File: src/rtl/swivm_membus_pkg.sv
// swivm_membus shared definitions: command, size and error codes,
// FSM states and alignment helpers.
package swivm_membus_pkg;

  localparam logic [3:0] MMU_READ  = 4'h1;
  localparam logic [3:0] MMU_WRITE = 4'h2;

  localparam logic [1:0] SZ_BYTE  = 2'b00;
  localparam logic [1:0] SZ_HALF  = 2'b01;
  localparam logic [1:0] SZ_HALF2 = 2'b10;
  localparam logic [1:0] SZ_WORD  = 2'b11;

  localparam logic [3:0] ERR_NONE  = 4'd0;
  localparam logic [3:0] ERR_ALIGN = 4'd1;
  localparam logic [3:0] ERR_RANGE = 4'd2;
  localparam logic [3:0] ERR_CMD   = 4'd3;

  typedef enum logic [2:0] {
    S_IDLE   = 3'd0,
    S_RD     = 3'd1,
    S_RDWAIT = 3'd2,
    S_WR     = 3'd3,
    S_RESP   = 3'd4
  } state_e;

  function automatic logic is_half(input logic [1:0] s);
    return (s == SZ_HALF) || (s == SZ_HALF2);
  endfunction

  function automatic logic misaligned(
    input logic [1:0] s,
    input logic [1:0] a
  );
    logic m;
    m = 1'b0;
    if (is_half(s) && a[0]) m = 1'b1;
    if ((s == SZ_WORD) && (a != 2'b00)) m = 1'b1;
    return m;
  endfunction

endpackage

File: src/rtl/swivm_membus_lanes.sv
// Byte/half lane extraction and store merge against a 32-bit RAM word.
// Purely combinational; little-endian lane order.
module swivm_membus_lanes
  import swivm_membus_pkg::*;
(
  input  logic [31:0] word_i,
  input  logic [1:0]  lane_i,
  input  logic [1:0]  size_i,
  input  logic [31:0] wdata_i,
  output logic [31:0] rd_o,
  output logic [31:0] merged_o
);

  logic [4:0] bsh;
  logic [4:0] hsh;

  assign bsh = {lane_i, 3'b000};
  assign hsh = {lane_i[1], 4'b0000};

  always_comb begin
    rd_o     = '0;
    merged_o = word_i;
    unique case (1'b1)
      (size_i == SZ_WORD): begin
        rd_o     = word_i;
        merged_o = wdata_i;
      end
      (size_i == SZ_BYTE): begin
        rd_o[7:0]          = word_i[bsh +: 8];
        merged_o[bsh +: 8] = wdata_i[7:0];
      end
      default: begin
        rd_o[15:0]          = word_i[hsh +: 16];
        merged_o[hsh +: 16] = wdata_i[15:0];
      end
    endcase
  end

endmodule

File: src/rtl/swivm_membus.sv
// Physical memory access unit: one request at a time against a word RAM,
// with sub-word read-modify-write, alignment and range checking.
module swivm_membus
  import swivm_membus_pkg::*;
#(
  parameter  int MEM_BYTES = 65536,
  localparam int MEM_AW    = $clog2(MEM_BYTES) - 2
) (
  input  logic              i_clk,
  input  logic              i_rst_n,
  input  logic [31:0]       i_addr,
  input  logic [31:0]       i_wrdata,
  input  logic [1:0]        i_size,
  input  logic [3:0]        i_cmd,
  input  logic              i_valid,
  output logic [31:0]       o_rddata,
  output logic              o_rddata_valid,
  output logic [3:0]        o_error,
  output logic              o_busy,
  output logic [MEM_AW-1:0] o_mem_addr,
  output logic              o_mem_en,
  output logic              o_mem_we,
  output logic [31:0]       o_mem_wdata,
  input  logic [31:0]       i_mem_rdata
);

  state_e            state_q, state_d;
  logic [1:0]        lane_q, lane_d;
  logic [1:0]        size_q, size_d;
  logic              wr_q, wr_d;
  logic [31:0]       wdata_q, wdata_d;
  logic [31:0]       rddata_q, rddata_d;
  logic [3:0]        err_q, err_d;
  logic              en_q, en_d;
  logic              we_q, we_d;
  logic [MEM_AW-1:0] maddr_q, maddr_d;
  logic [31:0]       mwdata_q, mwdata_d;

  logic [31:0] lane_rd;
  logic [31:0] lane_merged;
  logic        cmd_ok;
  logic        oor;

  swivm_membus_lanes u_lanes (
    .word_i   (i_mem_rdata),
    .lane_i   (lane_q),
    .size_i   (size_q),
    .wdata_i  (wdata_q),
    .rd_o     (lane_rd),
    .merged_o (lane_merged)
  );

  assign cmd_ok = (i_cmd == MMU_READ) || (i_cmd == MMU_WRITE);
  assign oor    = i_addr >= 32'(MEM_BYTES);

  always_comb begin
    state_d  = state_q;
    lane_d   = lane_q;
    size_d   = size_q;
    wr_d     = wr_q;
    wdata_d  = wdata_q;
    rddata_d = rddata_q;
    err_d    = err_q;
    en_d     = 1'b0;
    we_d     = 1'b0;
    maddr_d  = maddr_q;
    mwdata_d = mwdata_q;
    unique case (state_q)
      S_IDLE: begin
        if (i_valid) begin
          lane_d   = i_addr[1:0];
          size_d   = i_size;
          wr_d     = (i_cmd == MMU_WRITE);
          wdata_d  = i_wrdata;
          rddata_d = '0;
          err_d    = ERR_NONE;
          state_d  = S_RESP;
          if (!cmd_ok) begin
            err_d = ERR_CMD;
          end else if (misaligned(i_size, i_addr[1:0])) begin
            err_d = ERR_ALIGN;
          end else if (oor) begin
            err_d = ERR_RANGE;
          end else begin
            // full-word stores skip the read; everything else reads first
            en_d    = 1'b1;
            maddr_d = i_addr[MEM_AW+1:2];
            if ((i_cmd == MMU_WRITE) && (i_size == SZ_WORD)) begin
              we_d     = 1'b1;
              mwdata_d = i_wrdata;
              state_d  = S_WR;
            end else begin
              state_d = S_RD;
            end
          end
        end
      end
      S_RD: begin
        state_d = S_RDWAIT;
      end
      S_RDWAIT: begin
        if (wr_q) begin
          en_d     = 1'b1;
          we_d     = 1'b1;
          mwdata_d = lane_merged;
          state_d  = S_WR;
        end else begin
          rddata_d = lane_rd;
          state_d  = S_RESP;
        end
      end
      S_WR: begin
        rddata_d = '0;
        state_d  = S_RESP;
      end
      S_RESP: begin
        state_d = S_IDLE;
      end
      default: begin
        state_d = S_IDLE;
      end
    endcase
  end

  always_ff @(posedge i_clk or negedge i_rst_n) begin
    if (!i_rst_n) begin
      state_q  <= S_IDLE;
      lane_q   <= '0;
      size_q   <= '0;
      wr_q     <= 1'b0;
      wdata_q  <= '0;
      rddata_q <= '0;
      err_q    <= ERR_NONE;
      en_q     <= 1'b0;
      we_q     <= 1'b0;
      maddr_q  <= '0;
      mwdata_q <= '0;
    end else begin
      state_q  <= state_d;
      lane_q   <= lane_d;
      size_q   <= size_d;
      wr_q     <= wr_d;
      wdata_q  <= wdata_d;
      rddata_q <= rddata_d;
      err_q    <= err_d;
      en_q     <= en_d;
      we_q     <= we_d;
      maddr_q  <= maddr_d;
      mwdata_q <= mwdata_d;
    end
  end

  assign o_rddata       = rddata_q;
  assign o_rddata_valid = (state_q == S_RESP);
  assign o_error        = (state_q == S_RESP) ? err_q : ERR_NONE;
  assign o_busy         = (state_q != S_IDLE);
  assign o_mem_addr     = maddr_q;
  assign o_mem_en       = en_q;
  assign o_mem_we       = we_q;
  assign o_mem_wdata    = mwdata_q;

endmodule
File: config.mk
export PLATFORM = sky130hd
export DESIGN_NAME = swivm_membus
export DESIGN_NICKNAME = d
export VERILOG_FILES = /design/src/rtl/swivm_membus_pkg.sv /design/src/rtl/swivm_membus_lanes.sv /design/src/rtl/swivm_membus.sv
export SDC_FILE = /design/constraint.sdc
export NUM_CORES = 1
export LEC_CHECK = 0
export BUFFER_PORTS_ARGS = -buffer_cell sky130_fd_sc_hd__buf_2
export CAP_MARGIN = 20
export CORE_ASPECT_RATIO = 0.6
export CORE_MARGIN = 2
export CORE_UTILIZATION = 37
export DETAILED_ROUTE_END_ITERATION = 16
export RECOVER_POWER = 50
export SKIP_LAST_GASP = 1
export SYNTH_ARGS = -nofsm -noshare
export SYNTH_HDL_FRONTEND = slang
export SYNTH_SLANG_ARGS = --single-unit
File: constraint.sdc
create_clock -name i_clk -period 3.6 [get_ports i_clk]
set_clock_uncertainty 0.15 [all_clocks]
set_input_delay 0.36 -clock i_clk [delete_from_list [all_inputs] [get_ports i_clk]]
set_output_delay 0.36 -clock i_clk [all_outputs]
set_load 0.01 [all_outputs]
# [Word-level counts from Yosys, hierarchy flattened]
# Cells that the tools add are included.
[word_totals] inputBits=105 output_inout_bits=86 elab_cells=98 ff_bits=124
[classes] add_sub_neg=2 mux=44 n_eq_ne=17 n_reduce_logical=15 shift=6 bitwise=2 n_lt_le_gt_ge=1
[ops] op="32-bit 2-to-1 mux" n=8
[ops] op="32-bit one-hot mux with 2 select lines" n=2
[ops] op="32-bit one-hot mux with 3 select lines" n=1
[ops] op="32-bit bitwise mux" n=2
[ops] op="32-bit by 17-bit >= comparator with 1-bit output (second input constant)" n=1
[ops] op="8-bit one-hot mux with 2 select lines" n=2
[ops] op="16-bit by 7-bit variable shift with 32-bit output (first input constant)" n=1
[ops] op="8-bit by 7-bit variable shift with 32-bit output (first input constant)" n=1
[ops] op="16-bit by 7-bit variable part select with 32-bit output" n=1
[ops] op="32-bit by 6-bit variable part select with 16-bit output" n=1
[ops] op="32-bit by 6-bit variable part select with 8-bit output" n=1
[ops] op="8-bit by 7-bit variable part select with 32-bit output" n=1
[ops] op="16-bit 2-to-1 mux" n=1
[ops] op="1-bit 2-to-1 mux" n=15
[ops] op="3-bit 2-to-1 mux" n=5
[ops] op="2-bit != test (second input constant)" n=7
[ops] op="5-bit negation with 7-bit output" n=2
[ops] op="3-bit one-hot mux with 4 select lines" n=1
[ops] op="2-bit 2-to-1 mux" n=4
[ops] op="7-bit AND reduction" n=1
[ops] op="2-bit equality test (second input constant)" n=3
[ops] op="3-bit by 2-bit equality test with 1-bit output (second input constant)" n=2
[ops] op="3-bit nonzero test" n=2
[ops] op="5-bit AND reduction" n=1
[ops] op="15 further kinds" n=21

# [Depth between registers and ports, before layout]
# Gate-level depths: netlist of run 1.
[logic_depth] ltp_word=12 depth_mapped=11 mapped_depth_nobuf=6

# [Cells and area by module]
# A second synthesis of run 1 with hierarchy kept.
[hier_totals] cells_unflattened=642 area_unflattened_um2=7115.6
[modules_own_cells] module="swivm_membus" area_each_um2=5332.6 cells_each=401 instances=1 seq_area_each_um2=3052.9
[modules_own_cells] module="swivm_membus_lanes" area_each_um2=1783.0 cells_each=241 instances=1 seq_area_each_um2=0.0

# [Worst setup path before layout of run 1]
# No wires, ideal clock.
[synth_path] path_type="register to register" startpoint="register lane_q[1]" endpoint="register mwdata_q[0], in the netlist o_mem_wdata[0]" arrival_time_ns=2.349 path_buffers=3 period_less_slack_ns=2.619 path_stages_with_launch=10 slack_ns=0.981 setup_time_ns=0.120 required_time_ns=3.330 path_cell_list="dfrtp_1 -> clkbuf_1 -> buf_2 -> buf_2 -> inv_1 -> ha_1 -> nor2b_1 -> a31o_2 -> a221o_1 -> a31o_2"
[synth_via] elab_chain_cells=6 word_cells_on_any_way=11 cone_classes="add/sub: 2; shift: 4; mux: 5"
[synth_lines] element="start, declared" line="swivm_membus.sv:28" text="logic [1:0] lane_q, lane_d;"
[synth_lines] element="start signal, assigned" line="swivm_membus.sv:140" text="lane_q <= lane_d;"
[synth_lines] element="5-bit negation with 7-bit output (on tied branches)" line="swivm_membus_lanes.sv:34, swivm_membus_lanes.sv:30"
[synth_lines] element="16-bit by 7-bit variable part select with 32-bit output (tied with other cells)" line="swivm_membus_lanes.sv:34" text="merged_o[hsh +: 16] = wdata_i[15:0];"
[synth_lines] element="32-bit bitwise mux (on tied branches)" line="swivm_membus_lanes.sv:34, swivm_membus_lanes.sv:30"
[synth_lines] element="32-bit one-hot mux with 2 select lines *" line="swivm_membus_lanes.sv:23" text="unique case (1'b1)"
[synth_lines] element="32-bit 2-to-1 mux *" line="swivm_membus.sv:102" text="if (wr_q) begin"
[synth_lines] element="32-bit one-hot mux with 2 select lines *" line="swivm_membus.sv:68" text="unique case (state_q)"
[synth_lines] element="end signal, assigned" line="swivm_membus.sv:149" text="mwdata_q <= mwdata_d;"
[synth_lines] element="end, declared" line="swivm_membus.sv:37" text="logic [31:0] mwdata_q, mwdata_d;"
# Every way passes the cells marked *; elsewhere a longest branch is shown, timed or not. The select of a mux whose other input is x is not followed.
# A chain may end at the register's enable or synchronous reset.

# [Worst setup path in the final report of run 1]
[layout_path] startpoint="register lane_q[1]" endpoint="register mwdata_q[15], in the netlist o_mem_wdata[15]"
# Same word-level chain as after synthesis.

==> impl_metrics.yaml, run 1 <==
logic_synthesis:
  syn_area_um2: 6800
  syn_inst: 622
  async_reset_ff_frac: 1.00
  synth_edf_count: 0
  yosys_register_bits: 122
  yosys-top-cells-area: "dfrtp_1 (45%), mux2_2 (8.3%), mux2i_1 (6.0%), a211oi_1 (3.5%), a221o_1 (3.4%)"
  yosysTopAreaCellShare: 0.449
  yosysSeqAreaShare: 0.449
  synth.most_common_cell: "dfrtp_1"
  synth_top_cell_by_area: "dfrtp_1"
  ys_types: 50
  synth.avg_cell_area_um2: 10.9
  ys_warn_count: 0
  synthTopCellsByCount: "dfrtp_1 (122), mux2_2 (50), mux2i_1 (41), a211oi_1 (32), clkbuf_1 (32)"
  synth-main-ff-cell: "dfrtp_1"
floorplanning:
  die_w_um: 179
  start_util: 0.377
  core_um2: 18000
  placementRows: 38
  pin_count: 191
  chipHeight_um: 109
  die_area_um2: 19500
clock_tree:
  clk_path_buf_depth: 2
  path_clk_slew_ns: 0.06
  cts_max_level: 4
  clockRootBuffer: "clkbuf_16"
  post_cts.repair.setup_buffers: 0
  cts_tree: "yes"
  clk_latency_ns: 0.42
  cts_sinks: 122
  cts_buffers: 17
grt:
  grt_max_degree: 68
  first_global_vias: 6062
  met3_usage: 0.0722
  grtUsageMet1: 0.358
  grt_antenna_before_repair: 0
  grt_overflow_total: 0
  grt_busiest_layer: "met1"
  grt_pass1_wl_um: 35000
  grt_util_met2: 0.345
  grt_util_all_layers: 0.240
pwr:
  seq_power_share: 0.391
  p_sw_frac: 0.296
  p_clk_frac: 0.439
  p_leak_nw: 3.83
  p_switching_w: 0.00116
  p_comb_frac: 0.169
  ir_drop_uv: 272
  p_per_area_nw_per_um2: 467
  intPower_w: 0.00277
cells_and_area:
  final_core_util: 0.467
  multiInputGateArea_um2: 3420
  final-seq-area_um2: 3050
  num_antenna_cells: 0
  num-fill-cells: 1725
  synthToLayoutAreaGrowth_pct: 23.8
  finalInstanceArea_um2: 8410
  nets: 900
  final_cells: 1040
  drive_above_1_share: 0.286
timing:
  grt_setup_unrepaired: "false"
  setup_tns_ns: 0
  fin_crit_sh: 0.751
  max-slew-margin-rel: -0.138
  worst_pin_slew_ns: 1.71
  fin_ws_ns: 0.897
  slew_viol_final: 66
  max_freq_mhz: 370
  timing.final.setup_violations: 0
  timing.final.hold_violations: 0
  period_minus_slack_ns: 2.70
routing:
  remaining_drc_errors: 0
  vias_per_cell: 6.01
  drt_iter0_drc: 673
  totalWireLength_um: 23300
  wl_per_cell_um: 22.4
  vias: 6246
  postRouteAntennaNets: 0
  first_pass_iters: 5
setup_path:
  cp_data_arrival_time_ns: 2.91
  end_kind: "flip-flop"
  worst-path-max-fanout: 15
  cp_data_required_time_ns: 3.81
  critical_path.startpoint_type: "flip-flop"
  rrSetupSlack_ns: 0.90
  worstSetupPathType: "reg2reg"
placed_design:
  place_ws_ns: 0.928
  dp.cells: 1005
  placement.cell_area_um2: 7880
  gp_congestion: 0.927
  hpwl_um: 17200
  io_buffers: 188
flow_run:
  cap_viol_max_count: 1
outcome:
  status: "finished, violations left"
  violations: "max-capacitance violations, max-slew violations"
min_path:
  min_path_type: "in2reg"
area by class of cell:
| type | count | share of cell area |
|---|---|---|
| repair buffers | 204 | 0.118 |
| clock buffers | 20 | 0.0543 |
| flip-flops and latches | 122 | 0.363 |
| well taps | 240 | 0.0357 |
| inverters | 13 | 0.00580 |
| multi-input cells | 429 | 0.406 |
| clock inverters | 12 | 0.0167 |
power groups by stage:
stage          Sequential (W)  Clock [W]  Combinational, W
3_3_place_gp          0.00155          0          0.000633
4_1_cts               0.00153    0.00175          0.000648
6_report              0.00154    0.00173          0.000666
2_1_floorplan         0.00150          0          0.000433
3_5_place_dp          0.00155          0          0.000641
5_1_grt               0.00154    0.00182          0.000718
metal layers:
metal  wire length, um  vias to the layer above
li1                  -                     2742
met1             10700                     3087
met2              9610                      384
met3              2790                       33
met4               254                        0
met5                 0                        -
flip-flops by register name (all words and copies together), names as in the netlist:
register / count
size_q: 2
o_mem_addr: 14
wdata_q: 32
o_mem_we: 1
err_q: 2
o_mem_wdata: 32
wr_q: 1
o_mem_en: 1
state_q: 3
o_rddata: 32
lane_q: 2
repair_timing:
item	in CTS	in global routing
hold endpoints to repair	65	1
resized for setup	0	0
hold buffers	1	1
worst max-delay path: stages, from the launching register on:
cell,delay [ns]
dfrtp_2,0.63
inv_1,0.23
ha_1,0.35
nor2b_1,0.52
a221oi_1,0.16
a211oi_1,0.41
mux2_1,0.20
worst paths after layout:
| check | startpoint | to | depth (start not counted) |
|---|---|---|---|
| worst max-delay path | lane_q[1] | o_mem_wdata[15] | 6 |
| worst min-delay path | i_addr[13] | o_mem_addr[11] | 2 |
| worst max register to register | lane_q[1] | o_mem_wdata[15] | 6 |
| worst min register to register | o_rddata[10] | o_rddata[10] | 1 |
| max in group asynchronous | i_rst_n | lane_q[1] | 3 |
| min in group asynchronous | i_rst_n | o_mem_addr[7] | 2 |
cells in the final DEF, fill, tap and decap left out, types with 9 or more instances in the layout:
cell,count
buf_4,11
clkbuf_1,82
a22o_1,24
nand2_1,25
inv_1,13
o21ai_0,20
a221o_1,23
nor2_1,23
buf_2,107
a221oi_1,9
mux2_2,50
and3_1,12
a22oi_1,17
mux2i_1,41
a21oi_1,17
dfrtp_1,121
and4_1,17
clkbuf_16,17
nand3_1,9
a31oi_1,26
a211oi_1,32
logic make-up after synthesis:
kind of cell,Yosys count,share of synthesized area
AO/OA/AOI/OAI,199,0.218
XOR/XNOR,1,0.00129
adder cells (fa/ha/maj),8,0.0147
buffers and inverters,72,0.0495
flip-flops,122,0.449
multiplexers,103,0.168
other,1,0.000552
AND/OR/NAND/NOR,116,0.0992
per-stage QoR:
step,hold WS [ns],power (W)
after floorplan,-0.0856,0.00193
after global placement,0.325,0.00218
after detailed placement,0.322,0.00220
after CTS,0.00639,0.00392
after global routing,0.00852,0.00408
final,0.0207,0.00393
Note: power is estimated with default switching activity, not from simulation.
==> run 2, diff against run 1 <==
clock period = 2.67 ns   (was 3.6 ns; I/O delays follow)
==> run 2 against run 1 <==
  * Non-clock buffer count up 54
  * Clock-buffer cell count increased by 3
  * Core utilization increased by 3.0 points
  * Die area did not move
  * The run now ends clean
  * Clock power grew 38%
  * Largest power group unchanged
  * Largest cell class unchanged
  * Worst setup slack worse by 0.77 ns
  * Worst hold slack worse by 0.0030 ns
  * Register-to-register slack worse by 0.77 ns
  * Critical path type unchanged
  * Combinational power up 46%
  * Final cell count increased by 5.0%
==> impl_metrics.yaml, run 2 (synthesized netlist as in run 1, its figures left out) <==
outcome:
  status: "complete, no violations"
cells_and_area:
  final_core_util: 0.497
  nets: 954
  multiInputGateArea_um2: 3430
  final_cells: 1092
  drive_above_1_share: 0.278
  final_common_cell: "dfrtp_1"
  synthToLayoutAreaGrowth_pct: 31.8
  num-fill-cells: 1692
  final-seq-area_um2: 3050
  num_antenna_cells: 0
  finalInstanceArea_um2: 8960
  final_cell_mix: "dfrtp_1 (121), buf_2 (111), clkbuf_1 (78)"
floorplanning:
  start_util: 0.377
  core_um2: 18000
  pin_count: 191
  placementRows: 38
  die_w_um: 179
  chipHeight_um: 109
  die_area_um2: 19500
timing:
  fin_crit_sh: 0.952
  slew_viol_final: 0
  setup_tns_ns: 0
  grt_setup_unrepaired: "false"
  max_freq_mhz: 394
  period_minus_slack_ns: 2.54
  worst_pin_slew_ns: 1.22
  timing.final.setup_violations: 0
  max-slew-margin-rel: 0.187
  timing.final.hold_violations: 0
routing:
  wl_per_cell_um: 22.2
  vias: 6399
  remaining_drc_errors: 0
  totalWireLength_um: 24300
  vias_per_cell: 5.86
  drt_iter0_drc: 608
  postRouteAntennaNets: 0
  first_pass_iters: 4
flow_run:
  cap_viol_max_count: 0
clock_tree:
  cts_sinks: 122
  clk_path_buf_depth: 2
  cts_tree: "yes"
  clockRootBuffer: "clkbuf_16"
  post_cts.repair.setup_buffers: 0
  cts_max_level: 4
  path_clk_slew_ns: 0.06
  cts_buffers: 17
  clk_latency_ns: 0.41
min_path:
  min_path_type: "in2reg"
  hold_depth: 3
setup_path:
  end_kind: "flip-flop"
  rr_worst_depth: 6
  cp_data_required_time_ns: 2.80
  worstSetupPathType: "reg2reg"
  worst-path-max-fanout: 16
  critical_path.startpoint_type: "flip-flop"
  cp_data_arrival_time_ns: 2.67
grt:
  grt_antenna_before_repair: 1
  grt_util_all_layers: 0.249
  grt_max_degree: 68
  grt_pass1_wl_um: 36500
  first_global_vias: 6272
  grt_overflow_total: 0
placed_design:
  dp.cells: 1011
  placement.cell_area_um2: 7950
  gp_congestion: 0.904
  io_buffers: 188
  hpwl_um: 17500
pwr:
  p_leak_nw: 4.10
  ir_drop_uv: 430
  p_per_area_nw_per_um2: 605
  finalPower_w: 0.00541
run 2: cell count changes in the layout (fill, tap and decap cells not counted), sizes merged:
cell         before  now
buf             120  129
bufinv            2    3
clkbuf          102  101
clkinvlp          6    2
dlygate4sd3       2   51
inv              15   13
run 2: timing repair:
action	CTS	global route
endpoints found under the setup margin	0	14
gates resized for setup	0	2
endpoints found under the hold margin	107	1
hold buffers	50	1
run 2: worst paths after layout:
kind | from | slack (ns) | end
min in group asynchronous | i_rst_n | 0.49 | o_mem_addr[8]
hold / removal | i_addr[0] | 0.02 | lane_q[0]
setup / recovery | size_q[0] | 0.13 | o_mem_wdata[15]
setup reg to reg | size_q[0] | 0.13 | o_mem_wdata[15]
hold reg to reg | o_rddata[14] | 0.34 | o_rddata[14]
max in group asynchronous | i_rst_n | 0.40 | lane_q[1]
run 2: layer usage:
metal,up-vias,part of all wire,track usage
li1,2843,-,-
met1,3197,0.48,0.378
met2,325,0.42,0.354
met3,34,0.086,0.0516
met4,0,0.016,0.0714
met5,-,0,0
run 2: cell type report:
| type | instances | area share |
|---|---|---|
| clock inverter | 7 | 0.0129 |
| sequential | 122 | 0.341 |
| tap | 240 | 0.0335 |
| clock buffer | 23 | 0.0545 |
| inverter | 13 | 0.00545 |
| timing repair buffer | 258 | 0.170 |
| multi-input combinational | 429 | 0.383 |
run 2: through the flow:
| stage | hold slack (ns) | setup WS, ns |
|---|---|---|
| after global placement | 0.162 | 0.232 |
| final | 0.0178 | 0.129 |
| after CTS | 0.00212 | 0.0214 |
| after global routing | 0.0206 | 0.0118 |
| after detailed placement | 0.177 | 0.132 |
| after floorplan | -0.179 | 0.0509 |
run 2: where the power goes:
part / total (W) / internal [W] / leakage (nW) / switching, W
Clock: 0.00238 / 0.00155 / 0.291 / 0.000824
Combinational: 0.000975 / 0.000414 / 2.23 / 0.000560
Sequential: 0.00206 / 0.00193 / 1.58 / 0.000128
run 2: worst max-delay path: stages, from the launching register on:
cell and delay, ns:
dfrtp_1 0.36, inv_1 0.06, ha_1 0.30, or4b_1 0.78, a221oi_1 0.32, a211oi_1 0.13
mux2_1 0.32
